<file path="src/rtl/dbus_demux4_pkg.sv">
// Shared types and constants for the data-bus demultiplexer.
// Holds the FSM state enum, port geometry and the one-hot helper.
package bus_pkg;

    localparam int NPORTS = 4;
    localparam int SEL_W  = 2;

    localparam logic RSP_ERR = 1'b1;

    typedef enum logic [1:0] {
        ST_IDLE,
        ST_REQ,
        ST_RESP,
        ST_ERR
    } state_t;

    function automatic logic [NPORTS-1:0] onehot(
        input logic [SEL_W-1:0] s
    );
        return {{(NPORTS-1){1'b0}}, 1'b1} << s;
    endfunction

endpackage

</file>
<file path="src/rtl/dbus_demux4_if.sv">
// Upstream load/store data-bus bundle.
// The core drives the request half; the demux drives the response half.
interface dbus_demux4_if;

    logic        req_valid;
    logic        req_ready;
    logic [31:0] req_addr;
    logic        req_we;
    logic [31:0] req_wdata;
    logic [3:0]  req_wstrb;
    logic        rsp_valid;
    logic [31:0] rsp_rdata;
    logic        rsp_err;

    modport master (
        output req_valid, req_addr, req_we, req_wdata, req_wstrb,
        input  req_ready, rsp_valid, rsp_rdata, rsp_err
    );

    modport slave (
        input  req_valid, req_addr, req_we, req_wdata, req_wstrb,
        output req_ready, rsp_valid, rsp_rdata, rsp_err
    );

endinterface

</file>
<file path="src/rtl/dbus_demux4_timeout.sv">
// Transaction watchdog: cleared on accept, counts while a slave is busy.
// o_expired fires on the cycle whose increment lands on TIMEOUT.
module dbus_timeout #(
    parameter int unsigned TIMEOUT = 255
) (
    input  logic clk,
    input  logic rst_n,
    input  logic i_clr,
    input  logic i_en,
    output logic o_expired
);

    localparam logic [15:0] LAST = 16'(TIMEOUT - 1);

    logic [15:0] r_cnt;

    always_ff @(posedge clk or negedge rst_n) begin
        if (!rst_n) begin
            r_cnt <= '0;
        end else if (i_clr) begin
            r_cnt <= '0;
        end else if (i_en) begin
            r_cnt <= r_cnt + 16'd1;
        end
    end

    assign o_expired = i_en && (r_cnt == LAST);

endmodule

</file>
<file path="src/rtl/dbus_demux4.sv">
// One-outstanding data-bus router from the LSU to four slave regions.
// Errors on disabled regions and on slaves that stall past TIMEOUT.
module dbus_demux4
    import bus_pkg::*;
#(
    parameter int unsigned SEL_LSB = 28,
    parameter logic [3:0]  PORT_EN = 4'b1111,
    parameter int unsigned TIMEOUT = 255
) (
    input  logic                clk,
    input  logic                rst_n,
    dbus_demux4_if.slave        up,
    output logic [NPORTS-1:0]   s_valid,
    input  logic [NPORTS-1:0]   s_ready,
    output logic [31:0]         s_addr,
    output logic                s_we,
    output logic [31:0]         s_wdata,
    output logic [3:0]          s_wstrb,
    input  logic [NPORTS-1:0]   s_rvalid,
    input  logic [NPORTS*32-1:0] s_rdata
);

    state_t            r_state;
    logic [SEL_W-1:0]  r_sel;
    logic [NPORTS-1:0] r_s_valid;
    logic [31:0]       r_s_addr;
    logic              r_s_we;
    logic [31:0]       r_s_wdata;
    logic [3:0]        r_s_wstrb;
    logic              r_rsp_valid;
    logic              r_rsp_err;
    logic [31:0]       r_rsp_rdata;

    logic [SEL_W-1:0]  w_sel_in;
    logic [31:0]       w_rdata;
    logic              w_clr;
    logic              w_cnt_en;
    logic              w_expired;

    assign w_sel_in = up.req_addr[SEL_LSB +: SEL_W];
    assign w_clr    = (r_state == ST_IDLE) && up.req_valid;
    assign w_cnt_en = (r_state == ST_REQ) || (r_state == ST_RESP);

    always_comb begin
        w_rdata = '0;
        unique case (r_sel)
            2'd0: w_rdata = s_rdata[31:0];
            2'd1: w_rdata = s_rdata[63:32];
            2'd2: w_rdata = s_rdata[95:64];
            2'd3: w_rdata = s_rdata[127:96];
        endcase
    end

    dbus_timeout #(
        .TIMEOUT (TIMEOUT)
    ) u_timeout (
        .clk       (clk),
        .rst_n     (rst_n),
        .i_clr     (w_clr),
        .i_en      (w_cnt_en),
        .o_expired (w_expired)
    );

    always_ff @(posedge clk or negedge rst_n) begin
        if (!rst_n) begin
            r_state     <= ST_IDLE;
            r_sel       <= '0;
            r_s_valid   <= '0;
            r_s_addr    <= '0;
            r_s_we      <= 1'b0;
            r_s_wdata   <= '0;
            r_s_wstrb   <= '0;
            r_rsp_valid <= 1'b0;
            r_rsp_err   <= 1'b0;
            r_rsp_rdata <= '0;
        end else begin
            r_rsp_valid <= 1'b0;
            r_rsp_err   <= 1'b0;
            unique case (r_state)
                ST_IDLE: begin
                    if (up.req_valid) begin
                        r_sel     <= w_sel_in;
                        r_s_addr  <= up.req_addr;
                        r_s_we    <= up.req_we;
                        r_s_wdata <= up.req_wdata;
                        r_s_wstrb <= up.req_wstrb;
                        if (PORT_EN[w_sel_in]) begin
                            r_s_valid <= onehot(w_sel_in);
                            r_state   <= ST_REQ;
                        end else begin
                            r_state   <= ST_ERR;
                        end
                    end
                end
                ST_REQ: begin
                    if (w_expired) begin
                        r_s_valid <= '0;
                        r_state   <= ST_ERR;
                    end else if (s_ready[r_sel]) begin
                        r_s_valid <= '0;
                        r_state   <= ST_RESP;
                    end
                end
                ST_RESP: begin
                    // a completion on the expiry cycle still counts
                    if (s_rvalid[r_sel]) begin
                        r_rsp_valid <= 1'b1;
                        r_rsp_rdata <= r_s_we ? 32'd0 : w_rdata;
                        r_state     <= ST_IDLE;
                    end else if (w_expired) begin
                        r_state     <= ST_ERR;
                    end
                end
                ST_ERR: begin
                    r_rsp_valid <= 1'b1;
                    r_rsp_err   <= RSP_ERR;
                    r_rsp_rdata <= '0;
                    r_state     <= ST_IDLE;
                end
            endcase
        end
    end

    assign up.req_ready = (r_state == ST_IDLE);
    assign up.rsp_valid = r_rsp_valid;
    assign up.rsp_err   = r_rsp_err;
    assign up.rsp_rdata = r_rsp_rdata;
    assign s_valid      = r_s_valid;
    assign s_addr       = r_s_addr;
    assign s_we         = r_s_we;
    assign s_wdata      = r_s_wdata;
    assign s_wstrb      = r_s_wstrb;

endmodule
</file>
<file path="src/flat_wrapper.sv">
// flat-port wrapper written by rule: the top's interface ports become plain ports
module dbus_demux4_flat import bus_pkg::*;
#(
    parameter int unsigned SEL_LSB = 28,
    parameter logic [3:0]  PORT_EN = 4'b1111,
    parameter int unsigned TIMEOUT = 255
)
  (clk, rst_n, s_valid, s_ready, s_addr, s_we, s_wdata, s_wstrb, s_rvalid, s_rdata, up_req_valid, up_req_addr, up_req_we, up_req_wdata, up_req_wstrb, up_req_ready, up_rsp_valid, up_rsp_rdata, up_rsp_err);
  dbus_demux4_if up_i ();
  input  logic clk;
  input  logic rst_n;
  output logic [NPORTS-1:0] s_valid;
  input  logic [NPORTS-1:0] s_ready;
  output logic [31:0] s_addr;
  output logic s_we;
  output logic [31:0] s_wdata;
  output logic [3:0] s_wstrb;
  input  logic [NPORTS-1:0] s_rvalid;
  input  logic [NPORTS*32-1:0] s_rdata;
  input wire logic [$bits(up_i.req_valid)-1:0] up_req_valid;
  input wire logic [$bits(up_i.req_addr)-1:0] up_req_addr;
  input wire logic [$bits(up_i.req_we)-1:0] up_req_we;
  input wire logic [$bits(up_i.req_wdata)-1:0] up_req_wdata;
  input wire logic [$bits(up_i.req_wstrb)-1:0] up_req_wstrb;
  output wire logic [$bits(up_i.req_ready)-1:0] up_req_ready;
  output wire logic [$bits(up_i.rsp_valid)-1:0] up_rsp_valid;
  output wire logic [$bits(up_i.rsp_rdata)-1:0] up_rsp_rdata;
  output wire logic [$bits(up_i.rsp_err)-1:0] up_rsp_err;
  assign up_i.req_valid = up_req_valid;
  assign up_i.req_addr = up_req_addr;
  assign up_i.req_we = up_req_we;
  assign up_i.req_wdata = up_req_wdata;
  assign up_i.req_wstrb = up_req_wstrb;
  assign up_req_ready = up_i.req_ready;
  assign up_rsp_valid = up_i.rsp_valid;
  assign up_rsp_rdata = up_i.rsp_rdata;
  assign up_rsp_err = up_i.rsp_err;
  dbus_demux4 #(.SEL_LSB(SEL_LSB), .PORT_EN(PORT_EN), .TIMEOUT(TIMEOUT)) u_core (.clk(clk), .rst_n(rst_n), .up(up_i), .s_valid(s_valid), .s_ready(s_ready), .s_addr(s_addr), .s_we(s_we), .s_wdata(s_wdata), .s_wstrb(s_wstrb), .s_rvalid(s_rvalid), .s_rdata(s_rdata));
endmodule
</file>
<file path="config.mk">
export PLATFORM = sky130hd
export DESIGN_NAME = dbus_demux4_flat
export DESIGN_NICKNAME = d
export VERILOG_FILES = /design/src/rtl/dbus_demux4_pkg.sv /design/src/rtl/dbus_demux4_if.sv /design/src/rtl/dbus_demux4_timeout.sv /design/src/rtl/dbus_demux4.sv /design/src/flat_wrapper.sv
export SDC_FILE = /design/constraint.sdc
export NUM_CORES = 1
export LEC_CHECK = 0
export ABC_AREA = 1
export BUFFER_PORTS_ARGS = -buffer_cell sky130_fd_sc_hd__buf_2
export CAP_MARGIN = 30
export CORE_ASPECT_RATIO = 1.1
export CORE_UTILIZATION = 40
export DETAILED_ROUTE_END_ITERATION = 10
export PLACE_DENSITY = 0.73
export SETUP_SLACK_MARGIN = 0.3
export SLEW_MARGIN = 25
export SYNTH_ARGS = -nofsm -noshare
export SYNTH_HDL_FRONTEND = slang
export SYNTH_SLANG_ARGS = --single-unit
</file>
<file path="constraint.sdc">
create_clock -name clk -period 4.3 [get_ports clk]
set_input_delay 0.43 -clock clk [delete_from_list [all_inputs] [get_ports clk]]
set_output_delay 0.43 -clock clk [all_outputs]
set_load 0.01 [all_outputs]
</file>
Yosys cells after proc, flatten, opt, wreduce, memory -nomap -nowiden
Index checks and enable logic that the tools add are counted.
{"block": "totals", "ff_bits": 127, "out_inout_bits": 108}
{"block": "classes", "add_sub_neg": 1, "order_cmp": 2, "n_eq_ne": 12, "shift": 1, "n_mux": 27, "n_reduce_logical": 12}
{"op": "32-bit one-hot mux with 4 select lines", "n": 1}
{"op": "32-bit two-way mux", "n": 2}
{"op": "32-bit one-hot mux with 2 select lines", "n": 1}
{"op": "16-bit two-way mux", "n": 2}
{"op": "16-bit by 1-bit adder with 16-bit output, second input constant", "n": 1}
{"op": "16-bit by 8-bit equality test with 1-bit output, second input constant", "n": 1}
{"op": "4-bit two-way mux", "n": 4}
{"op": "2-bit two-way mux", "n": 6}
{"op": "2-bit equality test, second input constant", "n": 4}
{"op": "2-bit one-hot mux with 4 select lines", "n": 1}
{"op": "4-bit one-hot mux with 2 select lines", "n": 1}
{"op": "1-bit binary-select mux with 2-bit select", "n": 3}
{"op": "2-bit by 3-bit less-than comparator with 1-bit output, second input constant", "n": 2}
{"op": "3-bit != test, second input constant", "n": 2}
{"op": "2-bit nonzero test", "n": 3}
{"op": "1-bit two-way mux", "n": 5}
{"op": "2-bit by 1-bit equality test with 1-bit output, second input constant", "n": 2}
{"op": "2-bit zero test", "n": 2}
{"op": "2-bit != test, second input constant", "n": 2}
{"op": "2-bit AND reduction", "n": 2}
{"op": "4-bit AND reduction", "n": 1}
{"op": "1-bit by 2-bit left shift with 4-bit output, first input constant", "n": 1}
{"op": "3-bit AND reduction", "n": 1}
{"op": "1-bit logical AND", "n": 2}
{"op": "other kinds (3)", "n": 3}

Depth between registers and ports, before layout
{"block": "logic_depth", "word_depth": 6, "depth_mapped": 10, "ltp_nobuf": 10}

Modules after synthesis
Synthesis repeated with hierarchy kept, for this count alone.
{"block": "hier_totals", "cells_unflattened": 813, "area_unflattened_um2": 6301.0}
{"mod": "dbus_demux4", "instances": 1, "cells_per_inst": 683, "area_each_um2": 5366.4, "seq_area_each_um2": 2727.6}
{"mod": "dbus_timeout", "instances": 1, "cells_per_inst": 130, "area_each_um2": 934.6, "seq_area_each_um2": 400.4}

Worst setup path after synthesis
Ideal clock, no wire load.
{"block": "synth_timing", "kind": "register to register", "startpoint": "register u_core.r_state[0]", "endpoint": "register u_core.u_timeout.r_cnt[6]", "setup_time_ps": 120, "t_arrival_ps": 1549, "required_ps": 4180, "slack_ps": 2631, "stages_incl_launch_ff": 11, "n_path_buf": 1, "period_less_slack_ps": 1669, "cell_sequence": "dfrtp_1 > inv_1 > ha_1 > buf_2 > nand2_1 > nor2_1 > inv_1 > o21ai_0 > nand2_1 > o21ai_0 > inv_1"}
{"block": "synth_via", "elab_chain_len": 3}
{"item": "start, declared", "line": "dbus_demux4.sv:23", "source": "state_t r_state;"}
{"item": "start signal, assigned", "line": "dbus_demux4.sv:66", "source": "r_state <= ST_IDLE;"}
{"item": "start signal, assigned", "line": "dbus_demux4.sv:89", "source": "r_state <= ST_REQ;"}
{"item": "start signal, assigned", "line": "dbus_demux4.sv:91", "source": "r_state <= ST_ERR;"}
{"item": "2-bit by 1-bit equality test with 1-bit output (tied with other cells)", "line": "dbus_demux4.sv:42", "source": "assign w_cnt_en = (r_state == ST_REQ) || (r_state == ST_RESP);"}
{"item": "1-bit logical OR or 1-bit logical AND (tied branches)", "line": "dbus_demux4.sv:42, dbus_demux4.sv:41"}
{"item": "2-bit nonzero test (no line) or 16-bit two-way mux (tied branches)"}
{"item": "end signal, assigned", "line": "dbus_demux4_timeout.sv:23", "source": "r_cnt <= r_cnt + 16'd1;"}
{"item": "end, declared", "line": "dbus_demux4_timeout.sv:15", "source": "logic [15:0] r_cnt;"}
Parallel ways exist; a longest one is shown, timed or not.
A chain may end at the register's enable or synchronous reset.

Worst setup path after layout
Ends and elaborated chain as after synthesis.

==> impl_metrics.env <==
export IMPL_final_setup_skew_ns=0.004883
export IMPL_cts_resized=0
export IMPL_synth_net_count=983
export IMPL_netlist_top_cells_area="dfrtp_1 53%, nand2_1 23%, o21ai_1 5.3%"
export IMPL_rsz0062_at_grt="false"
export IMPL_drc_errors=0
export IMPL_synth_largest_area_cell="dfrtp_1"
export IMPL_preCtsSetupSlack_ns=2.182
export IMPL_grt_pass1_wl_um=27540
export IMPL_fin_crit_sh_pct=49.39
export IMPL_rows=46
export IMPL_fillers=1363
export IMPL_core_area_um2=14390
export IMPL_yosys_cell_types_count=21
export IMPL_yosysTopAreaCellShare_pct=53.27
export IMPL_drv_cap=0
export IMPL_die_area_um2=15170
export IMPL_root_buffer="clkbuf_16"
export IMPL_grt_max_degree=79
export IMPL_met1_usage_pct=27.29
export IMPL_drive_gt1_share_pct=33.61
export IMPL_wirelength_um=17800
export IMPL_syn_area_um2=5872
export IMPL_r2r_start="u_core.r_state[0]"
export IMPL_hp_start="up_req_addr[13]"
export IMPL_met3_usage_pct=7.394
export IMPL_cp_max_fo=78
export IMPL_ant_nets=0
export IMPL_powerDensity_nw_per_um2=660.3
export IMPL_setup_viol=0
export IMPL_viasPerCell=4.812
export IMPL_setup_slack_ns=2.176
export IMPL_drv_slew=0
export IMPL_maxSlewHeadroom_pct=48.21
export IMPL_syn_to_final_growth_pct=40.21
export IMPL_grt_pass1_vias=5611
export IMPL_syn_inst=769
export IMPL_track_usage_pct=22.88
export IMPL_ys_ff_latch=125
export IMPL_clockBufferDepth=2
export IMPL_drt_initial_drc_count=370
export IMPL_die_h_um=129.1
export IMPL_worst_setup_path_type="register to register"
export IMPL_antenna_found_initial=1
export IMPL_place_gp_congestion=0.8095
export IMPL_busiest_layer="met2"
export IMPL_worst_pin_slew_ns=0.7769
export IMPL_cts_buffers=17
export IMPL_syn_mean_instance_area_um2=7.636
export IMPL_grtUsageMet2_pct=38.91
export IMPL_port_buffer_count=315
export IMPL_pin_count=316
export IMPL_path_clk_slew_ns=0.06
export IMPL_grt_overflow=0
export IMPL_cts_tree="yes"
export IMPL_hold_viol=0
export IMPL_ir_drop_v=0.0003555
export IMPL_status="finished clean"
export IMPL_endpoint_kind="register"
export IMPL_arrival_ns=2.48
export IMPL_num_vias=6154
export IMPL_cts_sinks=125
export IMPL_cellLeakagePower_nw=4.675
export IMPL_insertion_delay_ns=0.41
export IMPL_cp_startpoint="u_core.r_state[0]"
export IMPL_worst_ep_required_time_ns=4.65
export IMPL_nNetsFinal=1288
export IMPL_clock_fmax_ghz=0.4709
export IMPL_routedWlPerCell_um=13.92
export IMPL_seqCellArea_um2=3128
export IMPL_die_width_um=117.5
export IMPL_startpoint_type="register"
export IMPL_initial_core_util_pct=40.81
export IMPL_dr_pass1_iters=5
export IMPL_dp_hpwl_um=12640
export IMPL_multiInputGateArea_um2=2481
export IMPL_hold_class="input port to register"
export IMPL_tns_ns=0
export IMPL_cts_setup_buffers=0
export IMPL_synth_warning_count=0
export IMPL_htreeDepth=4
export IMPL_ys_seq_area_share_pct=53.27
export IMPL_period_minus_slack_ns=2.124
[registers in the layout, indices dropped and copies added (netlist names)]
register,count
u_core.up.rsp_err,1
u_core.s_wstrb,4
u_core.s_wdata,32
u_core.s_we,1
u_core.r_state,2
u_core.s_addr,32
u_core.up.rsp_valid,1
u_core.up.rsp_rdata,32
u_core.u_timeout.r_cnt,16
u_core.s_valid,4
[layout make-up]
cell class                      count  area share [%]
Tap cell                          192           2.918
Antenna cell                        1         0.03040
Clock buffer                       22           5.760
Inverter                           30           1.398
Multi-Input combinational cell    576           30.14
Clock inverter                      9           1.337
Sequential cell                   125           37.99
Timing Repair Buffer              324           20.43
[Yosys cell counts]
library cell  instances
a21oi_1              41
o21ai_1              62
a21oi_2               1
nor3_1                6
xnor2_1               1
nor2_2                2
dfrtp_1             125
a211oi_1              1
nand2_1             354
and3_1                2
o21ai_0              15
clkbuf_1             24
or2_1                 2
nand3_1              48
inv_1                24
nor2_1               30
buf_2                14
nand4_1               4
inv_2                 6
a31oi_1               1
ha_1                  6
[layout by cell type, fill, tap and decap left out, types with 2 or more instances in the layout]
cell type,instances
nor2_1,27
clkinv_2,2
dfrtp_1,125
a21oi_1,41
nand4_1,4
buf_4,7
or2_1,2
bufinv_16,2
nand2_1,353
nand3_1,48
inv_6,2
o21ai_1,62
clkinvlp_4,3
and3_1,2
nor2_2,5
buf_2,314
ha_1,6
inv_2,5
o21ai_0,15
clkbuf_16,17
inv_1,24
clkbuf_8,3
clkbuf_1,2
nor3_1,6
[worst max-delay path, cell delays in order, from the launching register on]
cell and delay (ns):
dfrtp_1 0.42, inv_1 0.09, ha_1 0.25, nand2_2 0.18
buf_4 0.64, o21ai_0 0.25, nand2_1 0.10, o21ai_0 0.08
inv_1 0.05
[cell families after synthesis]
logic type / synth area share [%]
buf+inv: 4.645
simple gates: 30.22
compound gates: 10.44
xor+xnor: 0.1492
fa+ha+maj: 1.278
flops: 53.27
[power breakdown]
group	switching, mW	total [mW]	internal, mW
Clock	0.517	1.41	0.897
Sequential	0.234	1.81	1.57
Combinational	1.42	2.21	0.794
Total	2.17	5.44	3.26
[per-stage QoR]
stage | cell area [um2] | hold WS (ns) | cells | utilization [%] | total power, mW
2_1_floorplan | 5872 | 0.1344 | 769 | - | 3.175
3_3_place_gp | 7606 | 0.4570 | 1245 | 52.86 | 3.993
3_5_place_dp | 7609 | 0.4595 | 1245 | 52.88 | 4.033
4_1_cts | 8193 | 0.1809 | 1276 | 56.94 | 5.485
5_1_grt | 8233 | 0.1940 | 1279 | 57.22 | 5.833
6_report | 8233 | 0.2069 | 1279 | 57.22 | 5.436
[final timing paths]
| path | slack [ns] | endpoint | depth (start not counted) |
|---|---|---|---|
| max reg2reg | 2.18 | u_core.u_timeout.r_cnt[6] | 8 |
| max in group asynchronous | 2.88 | u_core.s_addr[3] | 4 |
| min in group asynchronous | 0.50 | u_core.up.rsp_rdata[18] | 2 |
| min | 0.21 | u_core.s_addr[13] | 3 |
| min reg2reg | 0.47 | u_core.s_wdata[5] | 2 |
| max | 2.18 | u_core.u_timeout.r_cnt[6] | 8 |
[routing by layer]
metal | vias up | part of all wire (%)
li1 | 3070 | -
met1 | 2808 | 41
met2 | 251 | 49
met3 | 25 | 7.9
met4 | 0 | 2.0
met5 | - | 0
[repair_timing]
item / 4_1_cts / 5_1_grt
hold buffers: 0 / 1
endpoints found under the setup margin: 0 / 0
hold endpoints to repair: 0 / 25
Power figures use the tool's default switching activity.
